--- config.mk ---
export PLATFORM = sky130hd
export DESIGN_NAME = led_mode_bank
export DESIGN_NICKNAME = d
export VERILOG_FILES = /design/src/rtl/led_mode_bank.sv
export SDC_FILE = /design/constraint.sdc
export NUM_CORES = 1
export LEC_CHECK = 0
export CELL_PAD_IN_SITES_DETAIL_PLACEMENT = 1
export CELL_PAD_IN_SITES_GLOBAL_PLACEMENT = 1
export CORE_ASPECT_RATIO = 1.75
export CORE_MARGIN = 5
export CORE_UTILIZATION = 33
export DETAILED_ROUTE_END_ITERATION = 16
export PLACE_DENSITY_LB_ADDON = 0.2
export SLEW_MARGIN = 40
export SYNTH_ARGS = -nofsm -noshare
export SYNTH_HDL_FRONTEND = slang
export SYNTH_SLANG_ARGS = --single-unit
--- constraint.sdc ---
create_clock -name clk -period 2.6 [get_ports clk]
set_input_delay 0.52 -clock clk [delete_from_list [all_inputs] [get_ports clk]]
set_output_delay 0.52 -clock clk [all_outputs]
set_load 0.01 [all_outputs]
--- src/rtl/led_mode_bank.sv ---
// N-channel LED mode controller: synchronised, debounced buttons or CPU strobes step each
// channel through OFF/ON/BLINK/FAST; a shared prescaler keeps every channel's blink phase aligned.
module led_mode_bank #(
    parameter int unsigned N_CH       = 2,
    parameter int unsigned CNT_W      = 26,
    parameter int unsigned SLOW_BIT   = 25,
    parameter int unsigned FAST_BIT   = 24,
    parameter int unsigned DEB_CYCLES = 1000000,
    parameter int unsigned DEB_W      = 20,
    localparam int unsigned CH_W      = (N_CH > 1) ? $clog2(N_CH) : 1
) (
    input  logic              clk,
    input  logic              rst_n,
    input  logic [N_CH-1:0]   btn_raw_i,
    input  logic [N_CH-1:0]   sw_step_i,
    input  logic              sw_wr_i,
    input  logic [CH_W-1:0]   sw_ch_i,
    input  logic [1:0]        sw_mode_i,
    output logic [N_CH-1:0]   led_o,
    output logic [2*N_CH-1:0] mode_o,
    output logic [N_CH-1:0]   btn_deb_o
);

    typedef enum logic [1:0] {
        ModeOff   = 2'b00,
        ModeOn    = 2'b01,
        ModeBlink = 2'b10,
        ModeFast  = 2'b11
    } mode_e;

    logic [CNT_W-1:0] pre_q, pre_d;
    logic [N_CH-1:0]  sync1_q, sync2_q;

    assign pre_d = pre_q + CNT_W'(1);

    always_ff @(posedge clk or negedge rst_n) begin
        if (!rst_n) begin
            pre_q   <= '0;
            sync1_q <= '0;
            sync2_q <= '0;
        end else begin
            pre_q   <= pre_d;
            sync1_q <= btn_raw_i;
            sync2_q <= sync1_q;
        end
    end

    for (genvar i = 0; i < N_CH; i++) begin : g_ch
        logic [DEB_W-1:0] deb_cnt_q, deb_cnt_d;
        logic             deb_q, deb_d;
        logic             deb_prev_q;
        mode_e            mode_q, mode_d;
        logic             led_q, led_d;
        logic             press;
        logic             adv;
        logic             wr_hit;

        // The level must stay different from deb for DEB_CYCLES counts before it is accepted.
        always_comb begin
            deb_cnt_d = deb_cnt_q;
            deb_d     = deb_q;
            if (sync2_q[i] == deb_q) begin
                deb_cnt_d = '0;
            end else if (deb_cnt_q == DEB_W'(DEB_CYCLES)) begin
                deb_d     = sync2_q[i];
                deb_cnt_d = '0;
            end else begin
                deb_cnt_d = deb_cnt_q + DEB_W'(1);
            end
        end

        assign press  = deb_q & ~deb_prev_q;
        assign adv    = press | sw_step_i[i];
        assign wr_hit = sw_wr_i && (sw_ch_i == CH_W'(i));

        always_comb begin
            mode_d = mode_q;
            if (wr_hit) begin
                mode_d = mode_e'(sw_mode_i);
            end else if (adv) begin
                unique case (mode_q)
                    ModeOff:   mode_d = ModeOn;
                    ModeOn:    mode_d = ModeBlink;
                    ModeBlink: mode_d = ModeFast;
                    ModeFast:  mode_d = ModeOff;
                    default:   mode_d = ModeOff;
                endcase
            end
        end

        always_comb begin
            led_d = 1'b0;
            unique case (mode_q)
                ModeOff:   led_d = 1'b0;
                ModeOn:    led_d = 1'b1;
                ModeBlink: led_d = pre_q[SLOW_BIT];
                ModeFast:  led_d = pre_q[FAST_BIT];
                default:   led_d = 1'b0;
            endcase
        end

        always_ff @(posedge clk or negedge rst_n) begin
            if (!rst_n) begin
                deb_cnt_q  <= '0;
                deb_q      <= 1'b0;
                deb_prev_q <= 1'b0;
                mode_q     <= ModeOff;
                led_q      <= 1'b0;
            end else begin
                deb_cnt_q  <= deb_cnt_d;
                deb_q      <= deb_d;
                deb_prev_q <= deb_q;
                mode_q     <= mode_d;
                led_q      <= led_d;
            end
        end

        assign btn_deb_o[i]      = deb_q;
        assign led_o[i]          = led_q;
        assign mode_o[2*i +: 2]  = mode_q;
    end

endmodule

==> results.sh, run 1 <==
export IMPL_status="complete, no violations"
export IMPL_hpwl_um=5870
export IMPL_antenna_found_initial=0
export IMPL_wl_um=8090
export IMPL_worstReg2RegEnd="g_ch[0].deb_cnt_q[18]"
export IMPL_h_tree_depth=3
export IMPL_rrSetupSlack_ps=530
export IMPL_yosysUniqueCellTypes=37
export IMPL_p_leak_nw=1.93
export IMPL_ir_drop_v=0.000428
export IMPL_finalMaxSlewViolations=0
export IMPL_worstPathCellList="ha_1 > nand3_1 > or4_4 > or4_1 > a21oi_1"
export IMPL_finalSetupTns_ps=0
export IMPL_cts_setup_buffers=0
export IMPL_fin_cells=533
export IMPL_vias=2733
export IMPL_cts_tree="built"
export IMPL_fin_crit_sh_pct=79.7
export IMPL_rsz0062_at_grt="no"
export IMPL_crit_path_top_delay_cell="or4_4"
export IMPL_io_pins=18
export IMPL_critPathTopFamily="simple AND/OR/NAND/NOR gates"
export IMPL_place_inst=517
export IMPL_cts_repair_resized=0
export IMPL_cts_hold_fix_buffers=0
export IMPL_critical_path_max_fanout=5
export IMPL_yosysSeqAreaShare_pct=52.3
export IMPL_initial_utilization_pct=33.4
export IMPL_setup_viol=0
export IMPL_drive_gt1_share_pct=7.54
export IMPL_numPortBuffers=17
export IMPL_synth_common_cells="dfrtp_1 (80), nor2_1 (42), xnor2_1 (35)"
export IMPL_syn_to_final_growth_pct=17.5
export IMPL_fmax_ghz=0.483
export IMPL_fin_crit_ps=2070
export IMPL_first_pass_iters=6
export IMPL_worstSetupStartpointType="flop"
export IMPL_via_per_inst=5.13
export IMPL_grt_usage_pct=12.5
export IMPL_grt_max_degree=46
export IMPL_ys_flop_type="dfrtp_1"
export IMPL_cp_arrival_ps=2330
export IMPL_yosys_top_cells_area="dfrtp_1 (52%), xnor2_1 (8.0%), nor2_1 (4.1%)"
export IMPL_cts_buffers=9
export IMPL_yosysWarnings=0
export IMPL_worst_pin_slew_ps=707
export IMPL_synth_edf_count=0
export IMPL_rows=52
export IMPL_die_h_um=152
export IMPL_maxCapViolCount=0
export IMPL_critPathRequiredTime_ps=2860
export IMPL_diodes=0
export IMPL_grt_overflow=0
export IMPL_layout_nets=414
export IMPL_clock_latency_ps=330
export IMPL_drtIter0Drc=44
export IMPL_reg2regPathDepth=5
export IMPL_crit_buf_inv=0
export IMPL_cts_sinks=80
export IMPL_grt_pass1_wl_um=14300
export IMPL_dieArea_um2=13900
export IMPL_critical_path_class="flop to flop"
export IMPL_clk_path_buf_depth=2
export IMPL_power_density_nw_per_um2=696
export IMPL_syn_nets=391
export IMPL_syn_area_per_cell_um2=10.3
export IMPL_max_stage_delay_ps=580
export IMPL_fin_skew_ps=7.77
export IMPL_hold_worst_slack_ps=143
export IMPL_hold_viol_final=0
export IMPL_die_x_um=91.4
export IMPL_syn_inst=370
export IMPL_startpoint="g_ch[0].deb_cnt_q[0]"
export IMPL_place_congestion=0.802
export IMPL_postRouteAntennaNets=0
export IMPL_syn_area_um2=3830
export IMPL_async_flop_share_pct=100
export IMPL_core_um2=11500
export IMPL_clk_pin_slew_ps=60
export IMPL_ys_ff_latch=80
export IMPL_cts_root_buf="clkbuf_16"
export IMPL_yosysTopAreaCellShare_pct=52.3
export IMPL_end_kind="flop"
export IMPL_grt_pass1_vias=3024
export IMPL_hold_class="primary input to asynchronous set/reset pin"
export IMPL_wl_per_cell_um=15.2
export IMPL_slew_headroom_pct=52.4
export IMPL_r2r_start="g_ch[0].deb_cnt_q[0]"
export IMPL_final_util_pct=39.3
export IMPL_drc=0
export IMPL_synth_area_leader_cell="dfrtp_1"
export IMPL_yosysMostFrequentCell="dfrtp_1"
==> registers in the layout (all words and copies together) (netlist names) <==
signal           flops
g_ch.deb_cnt_q      40
pre_q               26
g_ch.mode_q          4
g_ch.deb_prev_q      2
g_ch.deb_q           2
g_ch.led_q           2
sync1_q              2
sync2_q              2
==> layer usage <==
| layer | track usage, % | vias up | share of wire, % | routed length [um] |
|---|---|---|---|---|
| li1 | - | 1323 | - | - |
| met1 | 13.4 | 1388 | 40 | 3270 |
| met2 | 23.2 | 13 | 56 | 4530 |
| met3 | 2.87 | 9 | 1.9 | 157 |
| met4 | 4.76 | 0 | 1.6 | 131 |
| met5 | 0 | - | 0 | 0 |
==> how the worst max path moves through the flow <==
stage                            end  slack [ps]  cells after the start
6_report       g_ch[0].deb_cnt_q[18]         530                      5
5_1_grt        g_ch[0].deb_cnt_q[18]         410                      5
4_1_cts        g_ch[0].deb_cnt_q[18]         520                      5
3_5_place_dp   g_ch[0].deb_cnt_q[18]         520                      5
3_3_place_gp   g_ch[0].deb_cnt_q[18]         570                      5
2_1_floorplan  g_ch[0].deb_cnt_q[18]         670                      5
==> power breakdown <==
part           leakage (nW)  internal [mW]  switching, mW
clock                 0.162          0.935          0.501
combinational         0.687          0.174          0.173
sequential             1.08           1.30         0.0479
==> cell type report <==
| class | count | area, um^2 |
|---|---|---|
| Clock buffer | 10 | 229 |
| Timing Repair Buffer | 22 | 218 |
| Multi-Input combinational cell | 260 | 1700 |
| Fill cell | 1300 | 6950 |
| Inverter | 20 | 75.1 |
| Clock inverter | 6 | 108 |
| Sequential cell | 80 | 2000 |
| Tap cell | 135 | 169 |
==> kinds of logic (layout without fill, tap and decap cells) <==
| logic type | count (synthesis) | in the layout | synth area share, % |
|---|---|---|---|
| buffers and inverters | 30 | 58 | 3.33 |
| and+or+nand+nor | 159 | 159 | 22.4 |
| muxes | 7 | 7 | 1.96 |
| adders and majority gates | 11 | 11 | 3.59 |
| AOI/OAI and AO/OA | 31 | 31 | 4.54 |
| xor gates and xnor gates | 52 | 52 | 11.9 |
| DFF | 80 | 80 | 52.3 |
==> layout by cell type, fill, tap and decap left out, drive strengths merged, types with 2 or more instances in the layout <==
master and count:
a21oi 14, a221oi 2, and2 2, and3 10
and4 5, buf 6, bufinv 3, clkbuf 10
clkdlybuf4s50 16, clkinv 2, dfrtp 80, ha 11
inv 20, mux2 4, mux2i 3, nand2 22
nand3 27, nand4 16, nand4b 3, nor2 42
nor3 9, nor4 8, nor4b 2, nor4bb 2
o21ai 11, o31ai 2, or3 3, or4 4
xnor2 35, xor2 17
==> per-stage QoR <==
stage	power [mW]	worst slack [ps]	cell area, um^2
global placement	1.72	571	4160
finish	3.13	529	4500
floorplan	1.56	674	3830
detailed placement	1.73	522	4160
CTS	3.18	518	4500
global route	3.29	409	4500
(Power assumes the default switching activity.)
==> run 2, diff against run 1 <==
Clock period 2.6 ns to 2.1 ns, I/O delays scaled along.
==> results.sh, run 2 (synthesis gave the netlist of run 1 again) <==
export IMPL_maxCapViolCount=0
export IMPL_p_seq_share_pct=47.5
export IMPL_p_comb_share_pct=12.6
export IMPL_critPathRequiredTime_ps=2350
export IMPL_grt_overflow=0
export IMPL_grt_max_degree=40
export IMPL_ir_drop_v=0.000419
export IMPL_status="complete, no violations"
export IMPL_diodes=0
export IMPL_postRouteAntennaNets=0
export IMPL_initial_utilization_pct=33.4
export IMPL_max_stage_delay_ps=540
export IMPL_finalSetupTns_ps=0
export IMPL_clk_path_buf_depth=2
export IMPL_cts_root_buf="clkbuf_16"
export IMPL_critical_path_max_fanout=5
export IMPL_vias=2771
export IMPL_wl_um=8450
export IMPL_critical_path_class="flop to flop"
export IMPL_critPathTopFamily="simple AND/OR/NAND/NOR gates"
export IMPL_fin_crit_ps=2010
export IMPL_r2r_start="g_ch[0].deb_cnt_q[0]"
export IMPL_dieArea_um2=13900
export IMPL_final_util_pct=39.1
export IMPL_place_congestion=0.754
export IMPL_reg2regPathDepth=5
export IMPL_rrSetupSlack_ps=90
export IMPL_worst_pin_slew_ps=537
export IMPL_worstPathCellList="ha_1 > nand3_1 > or4_4 > or4_1 > a21oi_1"
export IMPL_cp_arrival_ps=2260
export IMPL_setup_viol=0
export IMPL_io_pins=18
export IMPL_layout_common_cells="dfrtp_1 (80), nor2_1 (42), xnor2_1 (35), nand3_1 (26), nand2_1 (22)"
export IMPL_slew_headroom_pct=63.9
export IMPL_rsz0062_at_grt="no"
export IMPL_syn_to_final_growth_pct=16.8
export IMPL_core_um2=11500
export IMPL_cts_tree="built"
export IMPL_p_leak_nw=1.92
export IMPL_largest_reg_flops=40
export IMPL_hold_viol_final=0
export IMPL_grt_pass1_vias=2949
export IMPL_finalMaxSlewViolations=0
export IMPL_wl_per_cell_um=15.7
export IMPL_fmax_ghz=0.498
export IMPL_power_switching_mw=0.894
export IMPL_die_h_um=152
export IMPL_grt_pass1_wl_um=14500
export IMPL_via_per_inst=5.14
export IMPL_switching_share_pct=25.4
export IMPL_h_tree_depth=3
export IMPL_cts_repair_resized=0
export IMPL_cts_buffers=9
export IMPL_drtIter0Drc=51
export IMPL_p_clk_share_pct=39.9
export IMPL_layout_nets=420
export IMPL_clk_pin_slew_ps=60
export IMPL_end_kind="flop"
export IMPL_cts_hold_fix_buffers=0
export IMPL_drc=0
export IMPL_worstSetupStartpointType="flop"
export IMPL_drive_gt1_share_pct=8.91
export IMPL_internal_power_mw=2.62
export IMPL_fin_crit_sh_pct=95.5
export IMPL_worstReg2RegEnd="g_ch[0].deb_cnt_q[18]"
export IMPL_power_density_nw_per_um2=786
export IMPL_clock_latency_ps=330
export IMPL_antenna_found_initial=0
export IMPL_die_x_um=91.4
export IMPL_hold_class="primary input to asynchronous set/reset pin"
export IMPL_hpwl_um=6190
export IMPL_fin_skew_ps=8.65
export IMPL_hold_worst_slack_ps=22.7
export IMPL_rows=52
export IMPL_cts_setup_buffers=0
export IMPL_crit_path_top_delay_cell="or4_4"
export IMPL_final_common_cell="dfrtp_1"
export IMPL_crit_buf_inv=0
export IMPL_largest_register="g_ch.deb_cnt_q"
export IMPL_numPortBuffers=17
export IMPL_top_regs="g_ch.deb_cnt_q (40), pre_q (26), g_ch.mode_q (4)"
export IMPL_grt_usage_pct=12.7
export IMPL_cts_sinks=80
export IMPL_first_pass_iters=4
-- run 2: changes by cell type in the layout (fill, tap and decap cells not counted) --
cell / previous run / this run
buf_4: 5 / 11
clkinv_4: 0 / 1
clkinv_2: 2 / 4
bufinv_16: 3 / 0
-- run 2: power by group through the flow --
stage | logic [mW] | clock network, mW | registers (mW)
6_report | 0.442 | 1.40 | 1.67
2_1_floorplan | 0.229 | 0 | 1.70
5_1_grt | 0.496 | 1.53 | 1.68
3_5_place_dp | 0.450 | 0 | 1.70
4_1_cts | 0.456 | 1.46 | 1.67
3_3_place_gp | 0.431 | 0 | 1.70
-- run 2: worst max path at each step --
stage / startpoint / endpoint / slack [ps] / cells past startpoint
floorplan: g_ch[0].deb_cnt_q[0] / g_ch[0].deb_cnt_q[18] / 170 / 5
global placement: g_ch[0].deb_cnt_q[0] / g_ch[0].deb_cnt_q[18] / 180 / 5
detailed placement: g_ch[0].deb_cnt_q[0] / g_ch[0].deb_cnt_q[18] / 110 / 5
CTS: g_ch[0].deb_cnt_q[0] / g_ch[0].deb_cnt_q[18] / 90 / 5
global route: g_ch[0].deb_cnt_q[0] / g_ch[0].deb_cnt_q[18] / 10 / 5
finish: g_ch[0].deb_cnt_q[0] / g_ch[0].deb_cnt_q[18] / 90 / 5
-- run 2: area by class of cell --
cell class	instances	area, um^2
flip-flops and latches	80	2000
multi-input cells	260	1700
clock buffers	10	229
inverters	20	75.1
well taps	135	169
repair buffers	28	263
fillers	1301	6980
clock inverters	6	36.3
-- run 2: worst register-to-register path: stages, from the launching register on --
cell     delay, ps
dfrtp_1        410
ha_1           230
nand3_1        120
or4_4          540
or4_1          480
a21oi_1        160
-- run 2: routing by layer --
metal	part of all wire, %	global-route usage [%]
met1	40	13.7
met5	0	0
met2	56	23.5
met3	1.7	2.37
met4	1.8	5.45
-- run 2: through the flow --
| stage | setup WS, ps | total power [mW] | area (um^2) | instances |
|---|---|---|---|---|
| 2_1_floorplan | 174 | 1.93 | 3830 | 370 |
| 3_3_place_gp | 175 | 2.13 | 4210 | 523 |
| 3_5_place_dp | 107 | 2.15 | 4210 | 523 |
| 4_1_cts | 94.2 | 3.59 | 4470 | 539 |
| 5_1_grt | 10.9 | 3.71 | 4470 | 539 |
| 6_report | 93.6 | 3.51 | 4470 | 539 |
